### config.mk
export PLATFORM = sky130hd
export DESIGN_NAME = rx_buff_wr_ctrl_flat
export DESIGN_NICKNAME = d
export VERILOG_FILES = /design/src/rtl/rx_buff_wr_ctrl_if.sv /design/src/rtl/rx_buff_wr_ctrl.sv /design/src/flat_wrapper.sv
export SDC_FILE = /design/constraint.sdc
export NUM_CORES = 1
export LEC_CHECK = 0
export CAP_MARGIN = 20
export CORE_ASPECT_RATIO = 1.4
export CORE_MARGIN = 10
export CORE_UTILIZATION = 46
export CTS_CLUSTER_SIZE = 25
export DETAILED_ROUTE_END_ITERATION = 7
export PLACE_DENSITY = 0.88
export SLEW_MARGIN = 20
export SYNTH_ARGS = -nofsm -noshare
export SYNTH_HDL_FRONTEND = slang
export SYNTH_SLANG_ARGS = --single-unit
### constraint.sdc
create_clock -name clk -period 3.5 [get_ports clk]
set_input_delay 0.7 -clock clk [delete_from_list [all_inputs] [get_ports clk]]
set_output_delay 0.7 -clock clk [all_outputs]
set_load 0.01 [all_outputs]
### src/rtl/rx_buff_wr_ctrl_if.sv
`default_nettype none
// ============================================================================
// Module      : rx_buff_wr_ctrl_if
// Description : Frame-beat stream, buffer write port and commit signalling
//               between the MAC receive path, the RX buffer and its reader.
// Revision    : 1.0 - initial release
// ============================================================================
interface rx_buff_wr_ctrl_if #(
   parameter int AW = 10,
   parameter int DW = 64
);
   logic [DW-1:0] in_data;
   logic          in_valid;
   logic          in_last;
   logic [3:0]    in_bytes;
   logic          in_bad;
   logic          in_ready;
   logic [AW-1:0] a;
   logic [DW-1:0] d;
   logic [AW-1:0] rd_addr;
   logic [AW-1:0] commit_addr;
   logic          frame_done;
   logic [31:0]   drop_cnt;

   modport slave (
      input  in_data, in_valid, in_last, in_bytes, in_bad, rd_addr,
      output in_ready, a, d, commit_addr, frame_done, drop_cnt
   );

   modport master (
      output in_data, in_valid, in_last, in_bytes, in_bad, rd_addr,
      input  in_ready, a, d, commit_addr, frame_done, drop_cnt
   );
endinterface
`default_nettype wire

### src/rtl/rx_buff_wr_ctrl.sv
`default_nettype none
// ============================================================================
// Module      : rx_buff_wr_ctrl
// Description : Write-side sequencer of the RX frame buffer: stores each frame
//               as a length header plus data words, drops bad/overflowing
//               frames and publishes a committed write pointer to the reader.
// Revision    : 1.0 - initial release
// ============================================================================
module rx_buff_wr_ctrl #(
   parameter int AW = 10,
   parameter int DW = 64
) (
   input  logic             clk,
   input  logic             reset,
   rx_buff_wr_ctrl_if.slave bus
);

   typedef enum logic [1:0] {
      S_IDLE = 2'd0,
      S_DATA = 2'd1,
      S_HDR  = 2'd2,
      S_DROP = 2'd3
   } state_t;

   state_t        state_q, state_d;
   logic [AW-1:0] cmt_ptr_q, cmt_ptr_d;
   logic [AW-1:0] wr_ptr_q, wr_ptr_d;
   logic [15:0]   words_q, words_d;
   logic [3:0]    bytes_q, bytes_d;
   logic          in_ready_q, in_ready_d;
   logic [AW-1:0] a_q, a_d;
   logic [DW-1:0] d_q, d_d;
   logic          pend1_q, pend1_d;
   logic [AW-1:0] pend1_addr_q, pend1_addr_d;
   logic          pend2_q, pend2_d;
   logic [AW-1:0] pend2_addr_q, pend2_addr_d;
   logic [AW-1:0] commit_addr_q, commit_addr_d;
   logic          frame_done_q, frame_done_d;
   logic [31:0]   drop_cnt_q, drop_cnt_d;

   logic          accept;
   logic          drop_inc;
   logic [AW-1:0] free_cmt;
   logic [AW-1:0] free_wr;
   logic [15:0]   hdr_len;

   assign accept   = bus.in_valid & in_ready_q;
   assign free_cmt = bus.rd_addr - cmt_ptr_q - AW'(1);
   assign free_wr  = bus.rd_addr - wr_ptr_q - AW'(1);
   assign hdr_len  = ((words_q - 16'd1) << 3) + {12'd0, bytes_q};

   always_comb begin
      state_d   = state_q;
      cmt_ptr_d = cmt_ptr_q;
      wr_ptr_d  = wr_ptr_q;
      words_d   = words_q;
      bytes_d   = bytes_q;
      a_d       = cmt_ptr_q;
      d_d       = '0;
      drop_inc  = 1'b0;

      case (state_q)
         S_IDLE: begin
            if (accept) begin
               if (free_cmt < AW'(2)) begin
                  drop_inc = 1'b1;
                  if (!bus.in_last) state_d = S_DROP;
               end else if (bus.in_last && bus.in_bad) begin
                  drop_inc = 1'b1;
               end else begin
                  a_d      = cmt_ptr_q + AW'(1);
                  d_d      = bus.in_data;
                  wr_ptr_d = cmt_ptr_q + AW'(2);
                  words_d  = 16'd1;
                  if (bus.in_last) begin
                     bytes_d = bus.in_bytes;
                     state_d = S_HDR;
                  end else begin
                     state_d = S_DATA;
                  end
               end
            end
         end

         S_DATA: begin
            a_d = wr_ptr_q;
            if (accept) begin
               if (free_wr == '0 || (bus.in_last && bus.in_bad)) begin
                  // Discarded beat: park on the header slot, rewind the frame.
                  drop_inc = 1'b1;
                  a_d      = cmt_ptr_q;
                  wr_ptr_d = cmt_ptr_q + AW'(1);
                  state_d  = bus.in_last ? S_IDLE : S_DROP;
               end else begin
                  d_d      = bus.in_data;
                  wr_ptr_d = wr_ptr_q + AW'(1);
                  words_d  = words_q + 16'd1;
                  if (bus.in_last) begin
                     bytes_d = bus.in_bytes;
                     state_d = S_HDR;
                  end
               end
            end
         end

         S_HDR: begin
            d_d       = {{(DW-16){1'b0}}, hdr_len};
            cmt_ptr_d = wr_ptr_q;
            // Keep wr_ptr one past the header slot while idle.
            wr_ptr_d  = wr_ptr_q + AW'(1);
            state_d   = S_IDLE;
         end

         default: begin
            if (accept && bus.in_last) state_d = S_IDLE;
         end
      endcase

      in_ready_d = (state_d != S_HDR);

      // Two-stage delay so the header is in memory before the reader sees it.
      pend1_d       = (state_q == S_HDR);
      pend1_addr_d  = wr_ptr_q;
      pend2_d       = pend1_q;
      pend2_addr_d  = pend1_addr_q;
      commit_addr_d = pend2_q ? pend2_addr_q : commit_addr_q;
      frame_done_d  = pend2_q;

      drop_cnt_d = (drop_inc && drop_cnt_q != 32'hFFFF_FFFF) ? drop_cnt_q + 32'd1
                                                             : drop_cnt_q;
   end

   always_ff @(posedge clk) begin
      if (reset) begin
         state_q       <= S_IDLE;
         cmt_ptr_q     <= '0;
         wr_ptr_q      <= AW'(1);
         words_q       <= '0;
         bytes_q       <= '0;
         in_ready_q    <= 1'b1;
         a_q           <= '0;
         d_q           <= '0;
         pend1_q       <= 1'b0;
         pend1_addr_q  <= '0;
         pend2_q       <= 1'b0;
         pend2_addr_q  <= '0;
         commit_addr_q <= '0;
         frame_done_q  <= 1'b0;
         drop_cnt_q    <= '0;
      end else begin
         state_q       <= state_d;
         cmt_ptr_q     <= cmt_ptr_d;
         wr_ptr_q      <= wr_ptr_d;
         words_q       <= words_d;
         bytes_q       <= bytes_d;
         in_ready_q    <= in_ready_d;
         a_q           <= a_d;
         d_q           <= d_d;
         pend1_q       <= pend1_d;
         pend1_addr_q  <= pend1_addr_d;
         pend2_q       <= pend2_d;
         pend2_addr_q  <= pend2_addr_d;
         commit_addr_q <= commit_addr_d;
         frame_done_q  <= frame_done_d;
         drop_cnt_q    <= drop_cnt_d;
      end
   end

   assign bus.in_ready    = in_ready_q;
   assign bus.a           = a_q;
   assign bus.d           = d_q;
   assign bus.commit_addr = commit_addr_q;
   assign bus.frame_done  = frame_done_q;
   assign bus.drop_cnt    = drop_cnt_q;

endmodule
`default_nettype wire

### src/flat_wrapper.sv
// flat-port wrapper written by rule: the top's interface ports become plain ports
module rx_buff_wr_ctrl_flat 
#(
   parameter int AW = 10,
   parameter int DW = 64
)
  (clk, reset, bus_in_data, bus_in_valid, bus_in_last, bus_in_bytes, bus_in_bad, bus_rd_addr, bus_in_ready, bus_a, bus_d, bus_commit_addr, bus_frame_done, bus_drop_cnt);
  rx_buff_wr_ctrl_if #(.AW(AW), .DW(DW)) bus_i ();
  input  logic clk;
  input  logic reset;
  input wire logic [$bits(bus_i.in_data)-1:0] bus_in_data;
  input wire logic [$bits(bus_i.in_valid)-1:0] bus_in_valid;
  input wire logic [$bits(bus_i.in_last)-1:0] bus_in_last;
  input wire logic [$bits(bus_i.in_bytes)-1:0] bus_in_bytes;
  input wire logic [$bits(bus_i.in_bad)-1:0] bus_in_bad;
  input wire logic [$bits(bus_i.rd_addr)-1:0] bus_rd_addr;
  output wire logic [$bits(bus_i.in_ready)-1:0] bus_in_ready;
  output wire logic [$bits(bus_i.a)-1:0] bus_a;
  output wire logic [$bits(bus_i.d)-1:0] bus_d;
  output wire logic [$bits(bus_i.commit_addr)-1:0] bus_commit_addr;
  output wire logic [$bits(bus_i.frame_done)-1:0] bus_frame_done;
  output wire logic [$bits(bus_i.drop_cnt)-1:0] bus_drop_cnt;
  assign bus_i.in_data = bus_in_data;
  assign bus_i.in_valid = bus_in_valid;
  assign bus_i.in_last = bus_in_last;
  assign bus_i.in_bytes = bus_in_bytes;
  assign bus_i.in_bad = bus_in_bad;
  assign bus_i.rd_addr = bus_rd_addr;
  assign bus_in_ready = bus_i.in_ready;
  assign bus_a = bus_i.a;
  assign bus_d = bus_i.d;
  assign bus_commit_addr = bus_i.commit_addr;
  assign bus_frame_done = bus_i.frame_done;
  assign bus_drop_cnt = bus_i.drop_cnt;
  rx_buff_wr_ctrl #(.AW(AW), .DW(DW)) u_core (.clk(clk), .reset(reset), .bus(bus_i));
endmodule
==> qor.csv, run 1 <==
metric,value,unit
worst slew pin tran,0.791,ns
number of antenna violations at the first check in global routing,0,
minimum clock period,3.46,ns
Starting DRT DRC Count,1037,
largest family of logic cells by synthesized area,simple AND/OR/NAND/NOR gates,
n_diodes,0,
slowest CP cell,dfxtp_1,
Setup-failing EPs final,0,
"Primary FF master, synth",dfxtp_1,
grt ovf,0,
critical path's top delay family,compound AO/OA/AOI/OAI gates,
chip width,136,µm
"most common cell after layout, fill and taps aside",clkdlybuf4s50_1,
RSZ-0062 raised after global routing,no,
via count,8955,
Initial Util,46.9,%
CP Cell Sequence,"inv_1, ha_4, a21o_1, a31o_2, buf_4, o2111ai_1, o211ai_1, nand4b_1, buf_4, nand3_2, buf_4, o211ai_1, a31oi_1",
TritonCTS Buffers,17,
Die ar.,25000,µm²
Compound-Gate Fraction of Synth Area,16.3,%
wire length per cell,19.1,µm
"Clk pin slew, worst setup/hold paths",0.08,ns
post-synthesis sequential area ratio,41.1,%
syn_area_per_cell,8.60,µm²
outcome,"finished, final reports clean",
synthesized instance count,1015,
relative max-transition margin,47.3,%
total power divided by cell area,441,nW/µm²
final non-filler cell total,1541,
synthesized area,8720,µm²
insertion delay to the later sink of the worst-skew pair,0.43,ns
clock tree root driver cell,clkbuf_16,
largest net degree at the start of global routing,68,
count of final hold-check violations,0,
MaxCap Viol Count,0,
Buf/Inv on CP,4,
"Async S/R FF share, synth",0,%
Die Ht,183,µm
clk_skew,0.0129,ns
total track usage,21.2,%
period utilisation layout,98.8,%
io pins,201,
core area,18600,µm²
Synth-to-Final Area Change,43.3,%
Inst Count DP,1492,
CTS HTree Levels,4,
CP arrival,3.78,ns
vias per cell,5.81,
row cnt,59,
FILL cells,1345,
crit-path max cell delay,0.45,ns
first-pass GRT wire length,43200,µm
startpoint types,flip-flop,
Crit Path Max Fanout,6,
Synth Register Bits,179,
multiplexer share of the synthesized area,4.56,%
worst min path class,reg2reg,
share of layout cells above drive strength 1,15.1,%
Synth cell types,74,
Setup Total Neg Slack,0,ns
Buffers on Ports,200,
"EDFF count, synth",0,
Antenna Nets Post-Route,0,
CP Data Required Time,3.82,ns
critical path class,reg2reg,
gpl congestion,0.921,
Final Power,0.00551,W
Synth warnings,0,
max-slew violations,0,
Remaining DRCs,0,
hpwl dp,20900,µm
clk sinks,179,
Worst path most repeated cell,buf_4,
Critical Path Sink Type,flip-flop,
drt total wl,29500,µm
drt first pass iters,6,
Peak Freq,289,MHz
vias in the first global route,8482,
Nets,1399,
Pleak,4.65,nW
VDD IR max,0.363,mV
"buffers from clock root to sink, at most",2,
post-synthesis adder-cell area fraction,4.76,%
Post-Synth Simple-Gate Area,24.2,%
Synth Area in XOR/XNOR,4.92,%
Post-Syn Nets,1130,
most frequent cells in the layout,"clkdlybuf4s50_1, dfxtp_1, buf_4",
CTS tree,built,
## synth_stat cells, types with 3 or more instances
| cell | n | share of area (%) |
|---|---|---|
| or3_1 | 30 | 2.2 |
| mux2_2 | 6 | 0.77 |
| nand3b_1 | 3 | 0.26 |
| clkbuf_1 | 38 | 1.6 |
| a21oi_1 | 60 | 3.4 |
| and3_1 | 12 | 0.86 |
| xnor2_1 | 34 | 3.4 |
| buf_1 | 8 | 0.34 |
| a2bb2oi_1 | 3 | 0.30 |
| nand4_1 | 11 | 0.79 |
| xor2_1 | 15 | 1.5 |
| ha_1 | 30 | 4.3 |
| o211ai_1 | 7 | 0.60 |
| a22oi_1 | 3 | 0.26 |
| nor4_1 | 10 | 0.72 |
| and2_1 | 54 | 3.9 |
| nand3_1 | 36 | 2.1 |
| and4_1 | 3 | 0.30 |
| o21ai_0 | 49 | 2.8 |
| a21o_1 | 5 | 0.43 |
| nand2b_1 | 11 | 0.79 |
| or4_1 | 8 | 0.69 |
| nor3b_1 | 3 | 0.26 |
| o31ai_1 | 9 | 0.77 |
| o22ai_1 | 4 | 0.29 |
| nand2_1 | 77 | 3.3 |
| nor2b_1 | 23 | 1.6 |
| a31oi_1 | 10 | 0.72 |
| buf_2 | 6 | 0.34 |
| mux2i_1 | 33 | 3.8 |
| o2111ai_1 | 5 | 0.50 |
| o21ai_1 | 4 | 0.23 |
| nor2_1 | 93 | 4.0 |
| or2_2 | 7 | 0.50 |
| o21a_1 | 3 | 0.26 |
| a22o_1 | 15 | 1.5 |
| dfxtp_1 | 179 | 41 |
| inv_1 | 38 | 1.6 |
| nor3_1 | 19 | 1.1 |
| o221ai_1 | 5 | 0.50 |
## metrics by stage
stage          cell area (µm²)  hold slack [ns]  util [%]  setup slack [ns]
6_report                 12500            0.439      67.2            0.0412
5_1_grt                  12500            0.455      67.2            0.0226
4_1_cts                  12200            0.442      65.4          0.000708
3_5_place_dp             11500            0.420      61.8            -0.584
3_3_place_gp             11500            0.416      61.8            -0.597
2_1_floorplan             8720            0.414         -             0.217
## final timing paths
kind | from | to | slack (ns) | cells after the start
worst max-delay path | u_core.cmt_ptr_q[4] | u_core.bus.a[6] | 0.04 | 13
worst min-delay path | u_core.pend1_q | u_core.frame_done_d | 0.44 | 1
worst max register to register | u_core.cmt_ptr_q[4] | u_core.bus.a[6] | 0.04 | 13
worst min register to register | u_core.pend1_q | u_core.frame_done_d | 0.44 | 1
## worst reg2reg max path, delay by kind of cell (launching register included)
kind	cells	cell delay, ns
fa+ha+maj	1	0.29
compound gates	6	1.28
buf+inv	4	0.78
flops	1	0.45
simple gates	2	0.54
## layout make-up
class / instances / area, µm² / share of cell area [%]
tap: 244 / 305 / 2.44
inverter: 38 / 143 / 1.14
sequential: 179 / 3580 / 28.7
clock inverter: 14 / 145 / 1.16
clock buffer: 18 / 439 / 3.51
timing repair buffer: 302 / 2830 / 22.6
multi-input combinational: 746 / 5060 / 40.5
## power breakdown
part | internal (W) | switching (W) | leakage (nW)
Sequential | 0.00214 | 0.0000582 | 1.45
Clock | 0.000968 | 0.000928 | 0.280
Combinational | 0.000674 | 0.000735 | 2.92
Total | 0.00379 | 0.00172 | 4.65
## cell families after synthesis
kind of cell / after synthesis
AO/OA/AOI/OAI: 217
XOR/XNOR: 49
adder cells (fa/ha/maj): 32
buffers and inverters: 92
flip-flops: 179
multiplexers: 39
AND/OR/NAND/NOR: 407
## flip-flops by register name (all words and copies together) (netlist names), 2 cells and up
name	count
u_core.bytes_q	4
u_core.bus.a	10
u_core.state_q	2
u_core.cmt_ptr_q	10
u_core.pend1_addr_q	10
u_core.words_q	13
u_core.bus.commit_addr	10
u_core.pend2_addr_q	10
u_core.pend1_addr_d	10
u_core.bus.drop_cnt	32
u_core.bus.d	64
## metal layers
layer	up-vias	global-route usage [%]	share of wire [%]
met2	532	38.4	50
li1	4121	-	-
met3	145	3.77	8.2
met5	-	0	0
met1	4157	22.5	37
met4	0	11.4	4.9
## what timing repair did
item	CTS	global route
pin swaps	4	25
cloned	1	3
setup endpoints to repair	33	132
hold buffers	0	0
gates resized for setup	10	52
buffers inserted	2	11
Note: power is estimated with default switching activity, not from simulation.
==> inputs of run 2 (changes only) <==
--- a/config.mk
+++ b/config.mk
@@ -9,6 +9,7 @@
 export CORE_ASPECT_RATIO = 1.4
 export CORE_MARGIN = 10
 export CORE_UTILIZATION = 46
+export CTS_CLUSTER_DIAMETER = 120
 export CTS_CLUSTER_SIZE = 25
 export DETAILED_ROUTE_END_ITERATION = 7
 export PLACE_DENSITY = 0.88
==> results of run 2 <==
No change in the layout: final DEF, timing and power equal those of run 1.
